$ cat src/rtl/fetch_stage_if.sv
// Instruction memory request/response bundle for fetch_stage.
// The fetch stage is the master; the instruction memory is the slave.
interface fetch_stage_if;
    logic        imem_req;
    logic [31:0] imem_addr;
    logic        imem_ready;
    logic [31:0] imem_rdata;

    modport master (
        output imem_req,
        output imem_addr,
        input  imem_ready,
        input  imem_rdata
    );

    modport slave (
        input  imem_req,
        input  imem_addr,
        output imem_ready,
        output imem_rdata
    );
endinterface

$ cat src/rtl/fetch_stage.sv
// MIPS instruction fetch: owns the PC, fetches one word at a time,
// holds it for decode and redirects on jump/branch at retire.
module fetch_stage #(
    parameter logic [31:0] RESET_PC = 32'h0000_0000
) (
    input  logic          clk,
    input  logic          reset_n,
    fetch_stage_if.master imem,
    input  logic          stall,
    input  logic          pcsrc,
    input  logic          jump,
    output logic [31:0]   instr,
    output logic [5:0]    op,
    output logic [5:0]    funct,
    output logic          instr_valid,
    output logic [31:0]   pc,
    output logic [31:0]   pcplus4,
    output logic [31:0]   retire_count
);
    localparam logic [0:0]  S_FETCH = 1'b0;
    localparam logic [0:0]  S_VALID = 1'b1;
    localparam logic [31:0] PC_INIT = {RESET_PC[31:2], 2'b00};

    logic [0:0]  state_q, state_d;
    logic [31:0] pc_q, pc_d;
    logic [31:0] instr_q, instr_d;
    logic [31:0] cnt_q, cnt_d;
    logic [31:0] br_off;
    logic [31:0] jmp_tgt;
    logic [31:0] next_pc;

    assign pc           = pc_q;
    assign pcplus4      = pc_q + 32'd4;
    assign instr        = instr_q;
    assign op           = instr_q[31:26];
    assign funct        = instr_q[5:0];
    assign retire_count = cnt_q;
    assign instr_valid  = (state_q == S_VALID);

    assign imem.imem_req  = (state_q == S_FETCH);
    assign imem.imem_addr = pc_q;

    // Redirect target: jump beats a taken branch, both beat sequential.
    always_comb begin
        br_off  = {{14{instr_q[15]}}, instr_q[15:0], 2'b00};
        jmp_tgt = {pcplus4[31:28], instr_q[25:0], 2'b00};
        if (jump) begin
            next_pc = jmp_tgt;
        end else if (pcsrc) begin
            next_pc = pcplus4 + br_off;
        end else begin
            next_pc = pcplus4;
        end
    end

    // FETCH waits for memory; VALID holds the word until it retires.
    always_comb begin
        state_d = state_q;
        pc_d    = pc_q;
        instr_d = instr_q;
        cnt_d   = cnt_q;
        unique case (state_q)
            S_FETCH: begin
                if (imem.imem_ready) begin
                    instr_d = imem.imem_rdata;
                    state_d = S_VALID;
                end
            end
            S_VALID: begin
                if (!stall) begin
                    pc_d    = next_pc;
                    cnt_d   = cnt_q + 32'd1;
                    state_d = S_FETCH;
                end
            end
            default: state_d = S_FETCH;
        endcase
    end

    // State registers; reset drops any held word or pending request.
    always_ff @(posedge clk or negedge reset_n) begin
        if (!reset_n) begin
            state_q <= S_FETCH;
            pc_q    <= PC_INIT;
            instr_q <= 32'd0;
            cnt_q   <= 32'd0;
        end else begin
            state_q <= state_d;
            pc_q    <= pc_d;
            instr_q <= instr_d;
            cnt_q   <= cnt_d;
        end
    end
endmodule

$ cat src/flat_wrapper.sv
// flat-port wrapper written by rule: the top's interface ports become plain ports
module fetch_stage_flat 
#(
    parameter logic [31:0] RESET_PC = 32'h0000_0000
)
  (clk, reset_n, stall, pcsrc, jump, instr, op, funct, instr_valid, pc, pcplus4, retire_count, imem_imem_req, imem_imem_addr, imem_imem_ready, imem_imem_rdata);
  fetch_stage_if imem_i ();
  input  logic clk;
  input  logic reset_n;
  input  logic stall;
  input  logic pcsrc;
  input  logic jump;
  output logic [31:0] instr;
  output logic [5:0] op;
  output logic [5:0] funct;
  output logic instr_valid;
  output logic [31:0] pc;
  output logic [31:0] pcplus4;
  output logic [31:0] retire_count;
  output wire logic [$bits(imem_i.imem_req)-1:0] imem_imem_req;
  output wire logic [$bits(imem_i.imem_addr)-1:0] imem_imem_addr;
  input wire logic [$bits(imem_i.imem_ready)-1:0] imem_imem_ready;
  input wire logic [$bits(imem_i.imem_rdata)-1:0] imem_imem_rdata;
  assign imem_imem_req = imem_i.imem_req;
  assign imem_imem_addr = imem_i.imem_addr;
  assign imem_i.imem_ready = imem_imem_ready;
  assign imem_i.imem_rdata = imem_imem_rdata;
  fetch_stage #(.RESET_PC(RESET_PC)) u_core (.clk(clk), .reset_n(reset_n), .imem(imem_i), .stall(stall), .pcsrc(pcsrc), .jump(jump), .instr(instr), .op(op), .funct(funct), .instr_valid(instr_valid), .pc(pc), .pcplus4(pcplus4), .retire_count(retire_count));
endmodule
$ cat config.mk
export PLATFORM = sky130hd
export DESIGN_NAME = fetch_stage_flat
export DESIGN_NICKNAME = d
export VERILOG_FILES = /design/src/rtl/fetch_stage_if.sv /design/src/rtl/fetch_stage.sv /design/src/flat_wrapper.sv
export SDC_FILE = /design/constraint.sdc
export NUM_CORES = 1
export LEC_CHECK = 0
export ABC_AREA = 1
export BUFFER_PORTS_ARGS = -buffer_cell sky130_fd_sc_hd__buf_2
export CAP_MARGIN = 20
export CORE_ASPECT_RATIO = 1.75
export CORE_UTILIZATION = 45
export DETAILED_ROUTE_END_ITERATION = 7
export HOLD_SLACK_MARGIN = 0.02
export PLACE_DENSITY_LB_ADDON = 0.25
export REMOVE_ABC_BUFFERS = 1
export SLEW_MARGIN = 20
export SYNTH_ARGS = -nofsm -noshare
export SYNTH_HDL_FRONTEND = slang
export SYNTH_SLANG_ARGS = --single-unit
$ cat constraint.sdc
create_clock -name clk -period 2.85 [get_ports clk]
set_input_delay 0.4275 -clock clk [delete_from_list [all_inputs] [get_ports clk]]
set_output_delay 0.4275 -clock clk [all_outputs]
set_load 0.02 [all_outputs]
# Yosys cells after proc, flatten, opt, wreduce, memory -nomap -nowiden
# Cells that the tools add are included.
[totals]
inputBits = 38
elab_cells = 16
register_bits = 97
[classes]
n_reduce_logical = 2
bitwise = 2
n_mux = 5
n_addsub = 3
[op_table]
columns = ["cell", "count"]
rows = [
  ["2-to-1 mux 32 bit", 2],
  ["adder 32 x 1 -> 32 bit (second input constant)", 1],
  ["adder 32 x 3 -> 32 bit (second input constant)", 1],
  ["adder 32 bit", 1],
  ["AND reduction 2 bit", 2],
  ["2-to-1 mux 1 bit", 2],
  ["NOT 1 bit", 2],
  ["case mux 1 bit (2 select lines)", 1],
]

# Depth between registers and ports, before layout
# Gate-level depths: netlist of run 1.
[logic_depth]
ltp_word = 4
ltp_mapped = 23
depth_no_buf = 23

# Worst setup path after synthesis of run 1
# Ideal clock, no wire load.
[synth_path]
path_kind = "reg-to-reg"
start = "reg u_core.pc_q[2], in the netlist u_core.imem.imem_addr[2]"
end = "reg u_core.pc_q[30], in the netlist u_core.imem.imem_addr[30]"
arrival_ps = 2886
path_slack_ps = -113
setup_ps = 77
path_stages_with_launch = 15
cell_sequence = "dfrtp_1 nand3_1 nor3_2 nand3_1 xor2_1 ha_1 a21oi_1 nand2_1 a21oi_1 inv_1 a21oi_1 nand2_1 nand2_1 nand3_1 a21oi_1"
[synth_via]
elab_chain_len = 4
[synth_rtl]
columns = ["element", "line_no", "text"]
rows = [
  ["start, declared", "fetch_stage.sv:25", "logic [31:0] pc_q, pc_d;"],
  ["start signal, assigned", "fetch_stage.sv:89", "pc_q <= pc_d;"],
  ["adder 32 x 3 -> 32 bit", "fetch_stage.sv:33", "assign pcplus4 = pc_q + 32'd4;"],
  ["named net pcplus4[17]", "flat_wrapper.sv:18", "output logic [31:0] pcplus4;"],
  ["adder 32 bit", "fetch_stage.sv:50", "next_pc = pcplus4 + br_off;"],
  ["2-to-1 mux 32 bit", "fetch_stage.sv:49", "end else if (pcsrc) begin"],
  ["2-to-1 mux 32 bit", "fetch_stage.sv:47", "if (jump) begin"],
]
# The timed path passes the listed nets, and every way through them passes these cells.
# A chain may end at the register's enable or synchronous reset.

# Worst setup path in the final report of run 1
[layout_path]
start = "reg u_core.pc_q[3], in the netlist u_core.imem.imem_addr[3]"
end = "reg u_core.pc_q[18], in the netlist u_core.imem.imem_addr[18]"
[layout_via]
elab_chain_len = 4
[layout_rtl]
columns = ["element", "line_no"]
rows = [
  ["adder 32 x 3 -> 32 bit (*)", "fetch_stage.sv:33"],
  ["adder 32 bit", "fetch_stage.sv:50"],
  ["2-to-1 mux 32 bit (*)", "fetch_stage.sv:49"],
  ["2-to-1 mux 32 bit (*)", "fetch_stage.sv:47"],
]
# Mark *: on every way between the ends. The rest lies on a longest branch, timed or not.

==> results.tsv, run 1 <==
metric	value	unit
status	complete, but fails checks	
failed_checks	setup timing	
required	3.14	ns
clock-root-buffer	clkbuf_16	
synthFlopType	dfrtp_1	
cts.sinks	95	
synthCells	1123	
syn-mean-instance-area	6.982	um2
die_x	101.8	um
postRouteAntennaNets	0	
critPathKind	reg2reg	
synth.most_common_cell	nand2_1	
dp.cells	1655	
synth_area	7841	um2
clock_skew	0.006367	ns
clockBufferDepth	2	
final_max_slew_viol_count	0	
wl_per_cell	17.18	um
die_h	176.6	um
fmax	0.3444	GHz
post-route-drc-count	0	
wirelength	29440	um
synth_top_area_share	30.32	%
ys_top_cells_by_area	dfrtp_1, nand2_1, inv_1	
dp_slack	-0.3866	ns
hpwlAfterDp	21770	um
diodes	0	
synth_area_leader_cell	dfrtp_1	
p_leak	6.090	nW
portBuffers	205	
cts_tree	yes	
clk_latency	0.36	ns
ir_drop	497.6	uV
grt_antenna_before_repair	0	
period_needed	2.904	ns
hold_class	in2reg	
start_kind	register	
async_reset_ff_share	100.0	%
first_iter_violations	534	
boundaryPins	212	
worst_slew_pin_slew	0.6638	ns
fin_ws	-0.05402	ns
cts_htree_levels	3	
end_kind	register	
finalSetupViolCount	1	
yosysUniqueCellTypes	46	
grt_pass1_vias	8561	
cap_viol_max_count	0	
placedInstanceArea	9960	um2
nFillCells	1476	
fin_cells	1713	
clkTransAtPathRegs	0.07	ns
synth_enable_flop_cells	0	
layout.nets	1557	
multi_input_area	5612	um2
yosysSeqAreaShare	30.32	%
overflow	0	
area_delta_synth_final	51.06	%
grt_pass1_wl	42180	um
core	17030	um2
numCtsBuffers	9	
dr.pass1.iters	5	
rows	63	
ys_top_cells_by_count	nand2_1, inv_1, nor2_1	
initial_core_util	46.05	%
vias_per_cell	5.236	
drive_gt1_share	48.92	%
via_count	8969	
arrival	3.19	ns
gp_congestion	0.9567	
rsz0062_at_grt	yes	
post-route-period-util	101.9	%
grt_max_degree	70	
hold_viol	0	
grt_usage	31.29	%
regArea	2391	um2
die_area	17980	um2
power_density	1119	nW/um2
crit_fanout	5	
yosysWarnings	0	
ys_ff_latch	95	
finalInstanceArea	11850	um2
relSlewSlack	55.74	%
final cells by class:
cell class / count / area share, %
Inverter: 163 / 5.229
Tap cell: 227 / 2.398
Multi-Input combinational cell: 804 / 47.38
Sequential cell: 95 / 20.19
Timing Repair Buffer: 408 / 22.09
Clock buffer: 10 / 1.933
Clock inverter: 6 / 0.7922
power breakdown:
group	internal [W]	total (W)	switching, W
registers	0.00168	0.00216	0.000473
clock network	0.000778	0.00135	0.000570
logic	0.00412	0.00975	0.00563
routing by layer:
layer | vias to the layer above | global-route usage [%] | wire [um]
li1 | 4234 | - | -
met1 | 4216 | 33.37 | 10340
met2 | 390 | 56.05 | 15520
met3 | 129 | 3.831 | 1583
met4 | 0 | 21.62 | 1991
met5 | - | 0 | 0
layout by cell type (no fill, tap or decap), types with 6 or more instances in the layout:
| master | netlist | routed |
|---|---|---|
| nor3_2 | 6 | 8 |
| a21oi_2 | 2 | 23 |
| nand2_2 | 7 | 63 |
| a21oi_1 | 82 | 57 |
| nor3_1 | 21 | 14 |
| ha_4 | 0 | 24 |
| nand2_1 | 303 | 230 |
| ha_1 | 37 | 12 |
| o21bai_1 | 8 | 6 |
| buf_4 | 48 | 189 |
| mux2_2 | 29 | 29 |
| xnor2_1 | 14 | 13 |
| nor2_4 | 3 | 20 |
| buf_6 | 0 | 13 |
| inv_2 | 3 | 22 |
| dfrtp_1 | 95 | 84 |
| inv_1 | 160 | 138 |
| xor2_2 | 1 | 8 |
| nor2_1 | 96 | 60 |
| nand3_2 | 1 | 13 |
| nor2_2 | 7 | 26 |
| nand4_1 | 17 | 17 |
| nor3_4 | 1 | 6 |
| o21ai_0 | 24 | 16 |
| nand3_1 | 65 | 50 |
| buf_2 | 7 | 204 |
| clkbuf_16 | 0 | 9 |
| dfrtp_2 | 0 | 11 |
| xor2_1 | 36 | 28 |
| conb_1 | 1 | 6 |
| nand2_4 | 1 | 18 |
state kept, by name, summed over array words and instances, names as in the netlist:
signal,flops
u_core.instr_valid,1
u_core.retire_count,32
u_core.imem.imem_addr,30
u_core.instr,32
through the flow:
stage               power [W]  hold WS, ns  setup TNS [ns]  utilization, %
floorplan            0.006300       0.1319          -1.613               -
global placement     0.009618       0.3930          -3.817           58.50
detailed placement   0.009675       0.3849          -4.070           58.50
CTS                   0.01151       0.2933        -0.08705           62.73
global route          0.01410       0.2982          -2.421           69.57
finish                0.01326       0.2979        -0.05402           69.57
kinds of logic (layout without fill, tap and decap cells):
logic type	count (synthesis)	count (layout)	synth area share (%)
and+or+nand+nor	549	549	30.86
xor gates and xnor gates	52	52	6.000
AOI/OAI and AO/OA	130	130	9.079
DFF	95	95	30.32
buffers and inverters	229	587	13.37
adders and majority gates	38	38	6.159
other	1	6	0.04782
muxes	29	29	4.165
path summary, 6_finish.rpt:
| kind | startpoint | end | slack, ns | cells past startpoint |
|---|---|---|---|---|
| hold reg to reg | u_core.retire_count[31] | u_core.retire_count[31] | 0.49 | 1 |
| hold / removal | imem_imem_rdata[17] | u_core.instr[17] | 0.30 | 2 |
| max in group asynchronous | reset_n | u_core.instr[15] | 1.56 | 3 |
| min in group asynchronous | reset_n | u_core.imem.imem_addr[7] | 0.55 | 2 |
| setup reg to reg | u_core.imem.imem_addr[3] | u_core.imem.imem_addr[18] | -0.05 | 18 |
| setup / recovery | u_core.imem.imem_addr[3] | u_core.imem.imem_addr[18] | -0.05 | 18 |
worst max-delay path, cell delays in order (launching register included):
cell	delay (ns)
dfrtp_1	0.43
ha_2	0.25
buf_6	0.13
nand2_4	0.09
inv_4	0.12
nand2_1	0.08
nand2_1	0.10
inv_1	0.09
ha_4	0.30
nand2_1	0.11
nor2_2	0.11
nand3_2	0.14
buf_6	0.16
a21oi_4	0.16
nor2_2	0.06
or2_4	0.22
nand3_2	0.06
nand2_2	0.08
a21oi_2	0.14
what timing repair did:
| action | CTS | global route |
|---|---|---|
| hold endpoints to repair | 26 | 0 |
| pin swaps | 14 | 107 |
| resized for setup | 74 | 234 |
| buffers inserted | 13 | 28 |
| setup endpoints to repair | 24 | 23 |
| hold buffers | 1 | 0 |
No activity file was read; power rests on OpenSTA's default activity.
==> inputs of run 2 (changes only) <==
Settings changed: RECOVER_POWER from default to 25.
==> run 2 against run 1 <==
Against the previous run:
- the run ends with capacitance limit, slew limit, setup timing left
- wire length is essentially flat
- sequential cell count is the same
- clock-buffer cell count is the same
- fmax shrank 0.72%
- critical path type unchanged
- largest cell class unchanged
- largest power group unchanged
- highest routed layer unchanged
==> results.tsv, run 2 (same netlist as run 1, synthesis figures left out) <==
metric	value	unit	change
worst_slew_pin_slew	1.713	ns	+1.049 ns
worstPathCellList	ha_2 > buf_6 > nand2_4 > inv_4 > nand2_1 > nand2_1 > inv_1 > ha_4 > nand2_1 > nor2_2 > nand3_2 > buf_6 > a21oi_4 > nor2_2 > or2_4 > nand3_2 > nand2_2 > a21oi_2		
clock-root-buffer	clkbuf_16		
arrival	3.22	ns	+0.03 ns
final_core_util	69.22	%	-0.35 points
grt_antenna_before_repair	0		unchanged
wirelength	29420	um	about the same
grt_pass1_vias	8561		unchanged
clkTransAtPathRegs	0.07	ns	about the same
dp.cells	1655		unchanged
layout_common_cells	nand2_1, buf_4, buf_2		
min_to	u_core.instr[17]		
end_kind	register		
numCtsBuffers	9		unchanged
crit_slowest_cell	dfrtp_1		
grt_usage	31.29	%	unchanged
power	0.01324	W	-0.17%
portBuffers	205		unchanged
hold_class	in2reg		
final_common_cell	nand2_1		
post-route-drc-count	0		unchanged
rsz0062_at_grt	yes		
wl_per_cell	17.17	um	about the same
p_leak	5.990	nW	-1.6%
die_area	17980	um2	unchanged
cts_tree	yes		
clockBufferDepth	2		unchanged
die_x	101.8	um	unchanged
cpPeakStageDelay	0.43	ns	about the same
relSlewSlack	-14.20	%	-70 points
die_h	176.6	um	unchanged
crit_family	simple AND/OR/NAND/NOR gates		
start_kind	register		
cts.sinks	95		unchanged
finalInstanceArea	11790	um2	-0.51%
hpwlAfterDp	21770	um	unchanged
final_max_slew_viol_count	28		+28
status	complete, but fails checks		
dr.pass1.iters	6		+1
cp_common_cell	nand2_1		
diodes	0		unchanged
overflow	0		unchanged
grt_pass1_wl	42180	um	unchanged
first_iter_violations	506		-5.2%
crit_fanout	5		unchanged
holdCritStartpoint	imem_imem_rdata[17]		
gp_congestion	0.9567		unchanged
cap_viol_max_count	1		+1
reg2reg_depth	18		unchanged
r2r_slack	-0.08	ns	-0.02 ns
initial_core_util	46.05	%	unchanged
via_count	8959		-0.11%
core	17030	um2	unchanged
postRouteAntennaNets	0		unchanged
failed_checks	capacitance limit, slew limit, setup timing		
hold_viol	0		unchanged
clock_skew	0.006737	ns	+0.0003705 ns
fmax	0.3419	GHz	-0.72%
finalSetupTns	-0.08686	ns	-0.03285 ns
required	3.14	ns	about the same
vias_per_cell	5.230		-0.11%
boundaryPins	212		unchanged
drive_gt1_share	46.43	%	-2.5 points
cts_htree_levels	3		unchanged
cp_num_buf_inv	4		unchanged
finalSetupViolCount	2		+1
critPathKind	reg2reg		
power_density	1123	nW/um2	+0.34%
rows	63		unchanged
ir_drop	497.9	uV	about the same
fin_cells	1713		unchanged
hold_depth	2		unchanged
placedInstanceArea	9960	um2	unchanged
fin_ws	-0.07515	ns	-0.02113 ns
post-route-period-util	102.6	%	+0.74 points
period_needed	2.925	ns	+0.02113 ns
grt_max_degree	70		unchanged
clk_latency	0.36	ns	about the same
area_delta_synth_final	50.30	%	
layout.nets	1557		unchanged
rr_startpoint	u_core.imem.imem_addr[3]		
timing.rr.end	u_core.imem.imem_addr[18]		
==> run 2: metrics by stage <==
stage / hold WS [ns] / setup slack (ns)
3_5_place_dp: 0.3849 / -0.3866
3_3_place_gp: 0.3930 / -0.3803
5_1_grt: 0.2982 / -0.1842
2_1_floorplan: 0.1319 / -0.2546
4_1_cts: 0.2933 / -0.02828
6_report: 0.2976 / -0.07515
==> run 2: final cells by class <==
class | count | area (um2)
Multi-Input combinational cell | 804 | 5604
Fill cell | 1492 | 5241
Timing Repair Buffer | 408 | 2564
Sequential cell | 95 | 2391
Inverter | 163 | 619.3
Tap cell | 227 | 284.0
Clock buffer | 10 | 229.0
Clock inverter | 6 | 93.84
==> run 2: how the worst max path moves through the flow <==
stage	startpoint	to	slack (ns)	cells past startpoint
after global placement	u_core.imem.imem_addr[9]	u_core.imem.imem_addr[18]	-0.38	16
after CTS	u_core.imem.imem_addr[7]	u_core.imem.imem_addr[29]	-0.03	15
after detailed placement	u_core.imem.imem_addr[9]	u_core.imem.imem_addr[18]	-0.39	16
after floorplan	u_core.imem.imem_addr[4]	u_core.imem.imem_addr[30]	-0.25	14
after global routing	u_core.imem.imem_addr[24]	u_core.imem.imem_addr[31]	-0.18	20
final	u_core.imem.imem_addr[3]	u_core.imem.imem_addr[18]	-0.08	18
==> run 2: worst reg2reg max path, cell delays in order (launching register included) <==
cell,delay (ns)
dfrtp_1,0.43
ha_2,0.25
buf_6,0.13
nand2_4,0.09
inv_4,0.12
nand2_1,0.07
nand2_1,0.10
inv_1,0.09
ha_4,0.30
nand2_1,0.12
nor2_2,0.11
nand3_2,0.15
buf_6,0.16
a21oi_4,0.16
nor2_2,0.06
or2_4,0.22
nand3_2,0.06
nand2_2,0.08
a21oi_2,0.14
==> run 2: where the power goes <==
part,leakage [nW],internal [W],total (W),switching (W)
Combinational,4.73,0.00410,0.00973,0.00563
Sequential,1.10,0.00168,0.00216,0.000473
Clock,0.159,0.000778,0.00135,0.000571
==> run 2: timing repair <==
action,CTS,global route
hold endpoints to repair,26,0
buffers inserted,13,28
hold buffers,1,0
setup endpoints to repair,24,23
pin swaps,14,107
resized for setup,74,234
==> run 2: metal layers <==
metal | wire, um | global-route usage (%) | up-vias
met5 | 0 | 0 | -
met2 | 15610 | 56.05 | 385
met4 | 1935 | 21.62 | 0
met3 | 1660 | 3.831 | 125
li1 | - | - | 4228
met1 | 10210 | 33.37 | 4221
==> inputs of run 3 (changes only) <==
Settings changed: PLACE_DENSITY from default to 0.76, PLACE_DENSITY_LB_ADDON 0.25 to default, SKIP_CTS_REPAIR_TIMING from default to 1.
==> run 3 against run 2 <==
Against the previous run:
- the flow still finishes with violations (capacitance limit, slew limit, setup timing)
- highest routed layer unchanged
- largest cell class unchanged
- final area down 2.2%
- sequential share of layout area up 0.41 points
- critical path depth down 1
- critical endpoint is now u_core.imem.imem_addr[29]
==> results.tsv, run 3 (same netlist as run 1, synthesis figures left out) <==
metric	value	unit	change
first_iter_violations	621		+23%
initial_core_util	46.05	%	unchanged
overflow	0		unchanged
cp_common_cell	nand2_2		
p_leak	5.904	nW	-1.4%
nFillCells	1356		-9.1%
power.net_switching	0.006845	W	+2.6%
timing.rr.end	u_core.imem.imem_addr[29]		
wirelength	30380	um	+3.3%
end_kind	register		
die_h	176.6	um	unchanged
area_delta_synth_final	47.04	%	
power_density	1129	nW/um2	+0.50%
wl_per_cell	18.07	um	+5.3%
portBuffers	205		unchanged
holdCritStartpoint	imem_imem_rdata[24]		
switching_share	52.60	%	+2.2 points
worst_slew_pin_slew	1.564	ns	-0.1485 ns
grt_antenna_before_repair	1		+1
post-route-period-util	102.7	%	about the same
vias_per_cell	5.425		+3.7%
relSlewSlack	-4.299	%	+9.9 points
hpwlAfterDp	22240	um	+2.2%
layout.nets	1524		-2.1%
arrival	3.23	ns	about the same
clock-root-buffer	clkbuf_16		
clk_latency	0.37	ns	about the same
multi_input_area	5593	um2	-0.20%
crit_family	simple AND/OR/NAND/NOR gates		
postRouteAntennaNets	0		unchanged
die_x	101.8	um	unchanged
cts_tree	yes		
power_frac_comb	73.7	%	+0.2 points
regArea	2386	um2	-0.21%
dp.cells	1642		-0.79%
drive_gt1_share	48.18	%	+1.7 points
post-route-drc-count	0		unchanged
min_to	u_core.instr[24]		
grt_pass1_vias	8499		-0.72%
period_needed	2.927	ns	+0.001741 ns
r2r_slack	-0.08	ns	about the same
via_count	9119		+1.8%
cp_num_buf_inv	1		-3
p_seq_share	16.7	%	+0.4 points
dr.pass1.iters	8		+2
start_kind	register		
cts.sinks	95		unchanged
required	3.15	ns	about the same
fin_cells	1681		-1.9%
layout_common_cells	nand2_1, buf_2, buf_4		
fmax	0.3417	GHz	about the same
finalSetupTns	-0.1263	ns	-0.03945 ns
hold_class	in2reg		
finalSetupViolCount	3		+1
crit_slowest_cell	dfrtp_1		
failed_checks	capacitance limit, slew limit, setup timing		
hold_depth	2		unchanged
cap_viol_max_count	1		unchanged
grt_usage	31.72	%	+0.43 points
critPathLaunch	u_core.imem.imem_addr[6]		
path_depth	17		-1
clkTransAtPathRegs	0.08	ns	about the same
final_max_slew_viol_count	26		-7.1%
boundaryPins	212		unchanged
pwr-share-clk	9.6	%	-0.6 points
die_area	17980	um2	unchanged
cts_htree_levels	3		unchanged
final_common_cell	nand2_1		
clockBufferDepth	2		unchanged
rsz0062_at_grt	yes		
clock_skew	0.01450	ns	+0.007760 ns
power.internal	0.006168	W	-6.0%
fin_ws	-0.07689	ns	-0.001741 ns
hold_viol	0		unchanged
crit_fanout	5		unchanged
cpPeakStageDelay	0.45	ns	+0.02 ns
numCtsBuffers	9		unchanged
core	17030	um2	unchanged
gp_congestion	1.007		+5.3%
ir_drop	456.2	uV	-8.4%
critPathKind	reg2reg		
worstPathCellList	nand2_2 > nor3_4 > nand2_4 > nor2_4 > nand4_1 > nand2_2 > inv_2 > ha_4 > nand2_2 > nand2_2 > a21oi_2 > o21ai_2 > a21oi_2 > nand2_1 > nand2_1 > nand3_2 > a21oi_2		
reg2reg_depth	17		-1
rows	63		unchanged
grt_pass1_wl	42550	um	+0.88%
grt_max_degree	49		-30%
status	complete, but fails checks		
rr_startpoint	u_core.imem.imem_addr[6]		
## run 3: cell types whose count changed in the layout (fill, tap and decap cells not counted), sizes merged, moves of 2 or more
cell	previous run	this run
clkbuf	43	11
bufinv	2	0
buf	374	372
inv	164	166
clkinvlp	0	2
## run 3: worst register-to-register path: stages (launching register included)
cell and delay, ns:
dfrtp_1 0.45, nand2_2 0.13, nor3_4 0.27, nand2_4 0.13, nor2_4 0.19, nand4_1 0.18, nand2_2 0.15, inv_2 0.06
ha_4 0.28, nand2_2 0.08, nand2_2 0.08, a21oi_2 0.15, o21ai_2 0.09, a21oi_2 0.23, nand2_1 0.11, nand2_1 0.09
nand3_2 0.08, a21oi_2 0.14
## run 3: power groups by stage
stage / sequential, W / clock (W) / combinational, W
after floorplan: 0.00280 / 0 / 0.00350
after global placement: 0.00211 / 0 / 0.00740
after detailed placement: 0.00212 / 0 / 0.00749
after CTS: 0.00209 / 0.00125 / 0.00754
after global routing: 0.00221 / 0.00130 / 0.0102
final: 0.00217 / 0.00125 / 0.00959
## run 3: area by class of cell
| type | count | share of cell area (%) |
|---|---|---|
| diodes | 1 | 0.02170 |
| clock inverters | 7 | 0.5643 |
| repair buffers | 375 | 20.40 |
| flip-flops and latches | 95 | 20.69 |
| clock buffers | 9 | 1.953 |
| inverters | 163 | 5.393 |
| well taps | 227 | 2.463 |
| multi-input cells | 804 | 48.51 |
## run 3: metal layers
metal / vias up / global-route usage [%] / wire length (um)
li1: 4182 / - / -
met1: 4310 / 33.64 / 10470
met2: 468 / 56.08 / 15640
met3: 159 / 4.107 / 2121
met4: 0 / 23.55 / 2154
met5: - / 0 / 0
## run 3: worst max-delay path by stage
| stage | end | slack [ns] |
|---|---|---|
| 2_1_floorplan | u_core.imem.imem_addr[30] | -0.25 |
| 3_3_place_gp | u_core.imem.imem_addr[29] | -0.27 |
| 3_5_place_dp | u_core.imem.imem_addr[29] | -0.27 |
| 4_1_cts | u_core.imem.imem_addr[29] | -0.33 |
| 5_1_grt | u_core.imem.imem_addr[29] | -0.20 |
| 6_report | u_core.imem.imem_addr[29] | -0.08 |
## run 3: stage by stage
step                total power [W]  hold WS [ns]  setup WS, ns  util (%)  cell area, um2
floorplan                  0.006300        0.1319       -0.2546         -            7423
global placement           0.009505        0.3767       -0.2733     57.98            9872
detailed placement         0.009606        0.3734       -0.2685     57.98            9872
CTS                         0.01088      -0.01178       -0.3293     59.69           10160
global route                0.01376        0.2835       -0.2022     67.72           11530
finish                      0.01301        0.2862      -0.07689     67.72           11530
